==> src/rtl/lseq_pkg.sv <==
// Shared definitions for the layer sequencer: FSM state encoding and lane/data sizing.
package lseq_pkg;

   localparam int DATA_W = 8;
   localparam int NLANES = 4;

   localparam logic [2:0] S_IDLE    = 3'd0;
   localparam logic [2:0] S_LAUNCH  = 3'd1;
   localparam logic [2:0] S_WAIT    = 3'd2;
   localparam logic [2:0] S_CAPTURE = 3'd3;
   localparam logic [2:0] S_DONE    = 3'd4;

   typedef logic [DATA_W-1:0] data_t;
   typedef logic [NLANES-1:0] lane_mask_t;

endpackage

==> src/rtl/lane_collect.sv <==
// One neuron lane's completion tracker: a sticky done flag plus the first result
// captured while collection is enabled; later ready pulses are ignored.
module lane_collect
   import lseq_pkg::*;
(
   input  logic  clk,
   input  logic  rst,
   input  logic  clr_i,
   input  logic  en_i,
   input  logic  rdy_i,
   input  data_t dat_i,
   input  logic  zero_i,
   output logic  flag_o,
   output data_t res_o
);

   logic  flag_q, flag_d;
   data_t res_q, res_d;

   always_comb begin
      flag_d = flag_q;
      res_d  = res_q;
      if (clr_i) begin
         flag_d = 1'b0;
      end else if (en_i && !flag_q) begin
         // A lane reporting in the same cycle as a forced close still keeps its value
         if (rdy_i) begin
            flag_d = 1'b1;
            res_d  = dat_i;
         end else if (zero_i) begin
            res_d = '0;
         end
      end
   end

   always_ff @(posedge clk or posedge rst) begin
      if (rst) begin
         flag_q <= 1'b0;
         res_q  <= '0;
      end else begin
         flag_q <= flag_d;
         res_q  <= res_d;
      end
   end

   assign flag_o = flag_q;
   assign res_o  = res_q;

endmodule

==> src/rtl/layer_sequencer.sv <==
// Multi-layer controller for the 4-lane neuron array: fires one array pass per layer,
// chains each layer's outputs into the next, and hands out the final vector.
// Optional watchdog on the lane wait is enabled by defining LSEQ_TIMEOUT_EN.
module layer_sequencer
   import lseq_pkg::*;
#(
   parameter int NUM_LAYERS = 3,
   parameter int LW         = 2,
   parameter int TMO_CYC    = 255
)(
   input  logic          clk,
   input  logic          rst,
   input  logic          in_valid,
   output logic          in_ready,
   input  logic [7:0]    in1,
   input  logic [7:0]    in2,
   input  logic [7:0]    in3,
   input  logic [7:0]    in4,
   output logic          neu_new,
   output logic [7:0]    neu_in1,
   output logic [7:0]    neu_in2,
   output logic [7:0]    neu_in3,
   output logic [7:0]    neu_in4,
   output logic [LW-1:0] layer_sel,
   input  logic          neu_ready1,
   input  logic          neu_ready2,
   input  logic          neu_ready3,
   input  logic          neu_ready4,
   input  logic [7:0]    neu_out1,
   input  logic [7:0]    neu_out2,
   input  logic [7:0]    neu_out3,
   input  logic [7:0]    neu_out4,
   output logic          out_valid,
   input  logic          out_ready,
   output logic [7:0]    out1,
   output logic [7:0]    out2,
   output logic [7:0]    out3,
   output logic [7:0]    out4,
   output logic          busy,
   output logic          err
);

   localparam logic [LW-1:0] LAST_LAYER = LW'(NUM_LAYERS - 1);

   logic [2:0]               state_q, state_d;
   logic [LW-1:0]            layer_q, layer_d;
   data_t [NLANES-1:0]       work_q, work_d;
   logic                     neu_new_q;

   lane_mask_t               rdy_vec, flag_vec, done_nxt;
   data_t [NLANES-1:0]       nout_vec, res_vec;
   logic                     in_wait, clr_lanes, tmo_hit;

   assign rdy_vec   = {neu_ready4, neu_ready3, neu_ready2, neu_ready1};
   assign nout_vec  = {neu_out4, neu_out3, neu_out2, neu_out1};
   assign in_wait   = (state_q == S_WAIT);
   assign clr_lanes = (state_q == S_LAUNCH);
   // Includes this cycle's readies so the layer closes the cycle the last lane reports
   assign done_nxt  = flag_vec | rdy_vec;

   for (genvar i = 0; i < NLANES; i++) begin : g_lane
      lane_collect u_lane (
         .clk    (clk),
         .rst    (rst),
         .clr_i  (clr_lanes),
         .en_i   (in_wait),
         .rdy_i  (rdy_vec[i]),
         .dat_i  (nout_vec[i]),
         .zero_i (tmo_hit),
         .flag_o (flag_vec[i]),
         .res_o  (res_vec[i])
      );
   end

`ifdef LSEQ_TIMEOUT_EN
   localparam logic [7:0] TMO_LAST = 8'(TMO_CYC - 1);

   logic [7:0] tmo_cnt_q, tmo_cnt_d;
   logic       err_q, err_d;

   assign tmo_hit = in_wait && (done_nxt != '1) && (tmo_cnt_q == TMO_LAST);

   always_comb begin
      tmo_cnt_d = tmo_cnt_q;
      err_d     = err_q;
      if (clr_lanes) begin
         tmo_cnt_d = '0;
      end else if (in_wait) begin
         tmo_cnt_d = tmo_cnt_q + 8'd1;
      end
      if (tmo_hit) begin
         err_d = 1'b1;
      end
   end

   always_ff @(posedge clk or posedge rst) begin
      if (rst) begin
         tmo_cnt_q <= '0;
         err_q     <= 1'b0;
      end else begin
         tmo_cnt_q <= tmo_cnt_d;
         err_q     <= err_d;
      end
   end

   assign err = err_q;
`else
   logic unused_tmo_cfg;
   assign unused_tmo_cfg = (TMO_CYC != 0);
   assign tmo_hit        = 1'b0;
   assign err            = 1'b0;
`endif

   always_comb begin
      state_d = state_q;
      layer_d = layer_q;
      work_d  = work_q;
      case (state_q)
         S_IDLE: begin
            if (in_valid) begin
               work_d  = {in4, in3, in2, in1};
               layer_d = '0;
               state_d = S_LAUNCH;
            end
         end
         S_LAUNCH: begin
            state_d = S_WAIT;
         end
         S_WAIT: begin
            if ((done_nxt == '1) || tmo_hit) begin
               state_d = S_CAPTURE;
            end
         end
         S_CAPTURE: begin
            work_d = res_vec;
            if (layer_q == LAST_LAYER) begin
               state_d = S_DONE;
            end else begin
               layer_d = layer_q + 1'b1;
               state_d = S_LAUNCH;
            end
         end
         S_DONE: begin
            if (out_ready) begin
               state_d = S_IDLE;
            end
         end
         default: begin
            state_d = S_IDLE;
         end
      endcase
   end

   // neu_new comes straight from a flop so a reset can only ever pull it low
   always_ff @(posedge clk or posedge rst) begin
      if (rst) begin
         state_q   <= S_IDLE;
         layer_q   <= '0;
         work_q    <= '0;
         neu_new_q <= 1'b0;
      end else begin
         state_q   <= state_d;
         layer_q   <= layer_d;
         work_q    <= work_d;
         neu_new_q <= (state_d == S_LAUNCH);
      end
   end

   assign in_ready  = (state_q == S_IDLE);
   assign busy      = (state_q != S_IDLE);
   assign out_valid = (state_q == S_DONE);
   assign neu_new   = neu_new_q;
   assign layer_sel = layer_q;

   assign neu_in1 = work_q[0];
   assign neu_in2 = work_q[1];
   assign neu_in3 = work_q[2];
   assign neu_in4 = work_q[3];

   assign out1 = work_q[0];
   assign out2 = work_q[1];
   assign out3 = work_q[2];
   assign out4 = work_q[3];

endmodule

==> config.mk <==
export PLATFORM = sky130hd
export DESIGN_NAME = layer_sequencer
export DESIGN_NICKNAME = d
export VERILOG_FILES = /design/src/rtl/lseq_pkg.sv /design/src/rtl/lane_collect.sv /design/src/rtl/layer_sequencer.sv
export SDC_FILE = /design/constraint.sdc
export NUM_CORES = 1
export LEC_CHECK = 0
export ABC_CLOCK_PERIOD_IN_PS = 5960
export BUFFER_PORTS_ARGS = -buffer_cell sky130_fd_sc_hd__buf_2
export CAP_MARGIN = 15
export CORE_MARGIN = 2
export CORE_UTILIZATION = 40
export CTS_BUF_LIST = sky130_fd_sc_hd__clkbuf_4
export CTS_CLUSTER_DIAMETER = 80
export DETAILED_ROUTE_END_ITERATION = 6
export PLACE_DENSITY_LB_ADDON = 0.3
export SLEW_MARGIN = 40
export SYNTH_ARGS = -nofsm -noshare
export SYNTH_HDL_FRONTEND = slang
export SYNTH_SLANG_ARGS = --single-unit
==> constraint.sdc <==
create_clock -name clk -period 5.96 [get_ports clk]
set_clock_uncertainty 0.15 [all_clocks]
set_input_delay 1.192 -clock clk [delete_from_list [all_inputs] [get_ports clk]]
set_output_delay 1.192 -clock clk [all_outputs]
set_load 0.005 [all_outputs]
==> flow_metrics.env <==
export IMPL_die_h_um=98.8
export IMPL_post_cts_buffers=0
export IMPL_fin_tns_setup_ns=0
export IMPL_crit_fanout=61
export IMPL_finalPower_uw=2250
export IMPL_critPathCaptureType="output port"
export IMPL_root_buffer="clkbuf_4"
export IMPL_cpMaxStageDelayCell="dfrtp_4"
export IMPL_pin_count=143
export IMPL_rsz0062_at_grt="false"
export IMPL_dr_pass1_iters=4
export IMPL_syn_avg_cell_area_um2=10.6
export IMPL_final_min_clock_period_ns=3.09
export IMPL_first_iter_violations=150
export IMPL_setup_viol=0
export IMPL_antenna_found_initial=0
export IMPL_critical_path_class="reg2out"
export IMPL_cp_buffers_inverters=2
export IMPL_yosysSeqAreaShare=0.515
export IMPL_crit_family="flip-flops"
export IMPL_combinationalPowerShare=0.438
export IMPL_grt_first_pass_wirelength_um=13900
export IMPL_drive_above_1_share=0.456
export IMPL_grt_start_max_net_pins=75
export IMPL_gr_usage_all_layers=0.180
export IMPL_cellPowerDensity_nw_per_um2=531
export IMPL_start_util=0.413
export IMPL_hold_viol=0
export IMPL_clockBufferDepth=2
export IMPL_fin_area_um2=4230
export IMPL_overflow=0
export IMPL_h_tree_depth=3
export IMPL_cts_clk_slew_worst_paths_ns=0.10
export IMPL_cts_resized=0
export IMPL_arrival_ns=1.75
export IMPL_critPathMaxStageDelay_ns=0.74
export IMPL_drv_slew=0
export IMPL_clock_sinks=74
export IMPL_hp_class="reg2reg"
export IMPL_tightest_slew_ns=0.793
export IMPL_detail_route_vias_per_cell=5.23
export IMPL_synth_area_leader_cell="dfrtp_1"
export IMPL_fp_coreArea_um2=8720
export IMPL_grt_pass1_vias=2715
export IMPL_nets=510
export IMPL_p_sw_uw=895
export IMPL_vias=2869
export IMPL_final_cell_mix="buf_2 (141), dfrtp_1 (73), nand2_1 (61), mux2_2 (32), a31oi_1 (32)"
export IMPL_ant_nets=0
export IMPL_cts_tree="done"
export IMPL_ctsHoldBuffers=0
export IMPL_dieArea_um2=9770
export IMPL_antenna_cells=0
export IMPL_p_int_uw=1350
export IMPL_final_common_cell="buf_2"
export IMPL_final_util=0.485
export IMPL_cp_cell_sequence="or3_1 -> inv_1 -> buf_2"
export IMPL_finalCritPeriodShare=0.518
export IMPL_dp_hpwl_um=5780
export IMPL_io_buffers=141
export IMPL_start_kind="flop"
export IMPL_placed_area_um2=4130
export IMPL_synth_seq_cells=74
export IMPL_synthesis_area_um2=3600
export IMPL_maxCapViolCount=0
export IMPL_gp_congestion=0.732
export IMPL_holdWs_ns=0.367
export IMPL_p_leak_uw=0.00202
export IMPL_yosys_cell_types_count=35
export IMPL_yosysTopAreaCellShare=0.515
export IMPL_syn_inst=339
export IMPL_synth_fp_nets=412
export IMPL_fmax_mhz=324
export IMPL_required_ns=4.62
export IMPL_synth_warnings=0
export IMPL_outcome="completed"
export IMPL_areaGrowthSynthToFinish_pct=17.6
export IMPL_ir_drop_v=0.000237
export IMPL_ys_top_cells_by_area="dfrtp_1 (51%), mux2_2 (10%), buf_4 (6.9%)"
export IMPL_relSlewSlack=0.471
export IMPL_cts_buffers=9
export IMPL_clk_latency_ns=0.41
export IMPL_dieWidth_um=98.8
export IMPL_drc=0
export IMPL_row_count=34
export IMPL_wl_um=8510
export IMPL_p_sw_frac=0.398
export IMPL_wl_per_cell_um=15.5
export IMPL_pwr_share_seq=0.450
export IMPL_power_frac_clock=0.112
## layer usage
| layer | vias to the layer above | share of wire | GRT usage |
|---|---|---|---|
| li1 | 1381 | - | - |
| met1 | 1392 | 0.44 | 0.244 |
| met2 | 88 | 0.50 | 0.281 |
| met3 | 8 | 0.047 | 0.0489 |
| met4 | 0 | 0.012 | 0.0569 |
| met5 | - | 0 | 0 |
## final timing paths
check	endpoint	startpoint	slack (ns)	cells after the start
max in group asynchronous	state_q[1]$_DFF_PP0_	rst	4.33	3
min reg2reg	g_lane[2].u_lane.res_o[6]$_DFFE_PP0P_	g_lane[2].u_lane.res_o[6]$_DFFE_PP0P_	0.37	1
max reg2reg	state_q[0]$_DFF_PP0_	state_q[1]$_DFF_PP0_	3.70	3
min	g_lane[2].u_lane.res_o[6]$_DFFE_PP0P_	g_lane[2].u_lane.res_o[6]$_DFFE_PP0P_	0.37	1
min in group asynchronous	neu_in4[4]$_DFFE_PP0P_	rst	0.78	3
max	in_ready	state_q[1]$_DFF_PP0_	2.87	3
## kinds of logic after synthesis
kind of cell / synth area share
AO/OA/AOI/OAI: 0.155
XOR/XNOR: 0.00243
adder cells (fa/ha/maj): 0.00348
buffers and inverters: 0.108
flip-flops: 0.515
multiplexers: 0.100
other: 0.00104
AND/OR/NAND/NOR: 0.114
## power groups by stage
stage / sequential (µW) / combinational (µW) / clock, µW
global placement: 1010 / 961 / 0
global route: 1060 / 1110 / 286
floorplan: 925 / 841 / 0
finish: 1010 / 984 / 251
detailed placement: 1020 / 1000 / 0
CTS: 1010 / 1000 / 263
## stage by stage
stage,cells,setup WS (ns)
final,549,2.87
after global routing,549,2.75
after CTS,549,2.82
after detailed placement,534,3.29
after global placement,532,3.15
after floorplan,339,2.74
## registers in the layout (all words and copies together) (netlist names)
signal                flops
g_lane.u_lane.flag_o      4
state_q                   3
neu_in2                   8
layer_sel                 2
neu_new                   1
neu_in3                   8
g_lane.u_lane.res_o      32
neu_in4                   8
neu_in1                   8
## worst register-to-register path, delay by kind of cell (launching register included)
kind                   cells  cell delay (ns)
AND/OR/NAND/NOR            1             0.58
flip-flops                 1             0.86
AO/OA/AOI/OAI              1             0.23
buffers and inverters      1             0.36
## cell type report
| cell class | instances | area, µm² |
|---|---|---|
| clock inverter | 5 | 22.5 |
| clock buffer | 10 | 75.1 |
| tap | 108 | 135 |
| timing repair buffer | 145 | 747 |
| multi-input combinational | 201 | 1370 |
| inverter | 6 | 23.8 |
| fill | 813 | 4490 |
| sequential | 74 | 1860 |
## Yosys cell counts
cell,n
nor4_1,1
buf_1,1
and3b_1,1
o31ai_1,1
o22ai_1,1
mux2_2,32
buf_2,9
a21o_1,1
dfrtp_1,74
o21a_4,1
nor2_2,1
or4b_1,1
nor3b_1,1
nand2_1,61
nor2_1,10
o21ai_0,13
nand4b_2,4
or3_1,1
buf_6,2
o311a_1,1
or4_1,1
o32ai_1,25
inv_1,6
ha_1,1
a21oi_1,4
nor2b_1,1
nand2b_1,1
conb_1,1
buf_4,33
clkbuf_1,13
nand3b_1,1
nor3b_2,1
xnor2_1,1
a31oi_1,32
a22o_1,1
Note: power is estimated with default switching activity, not from simulation.
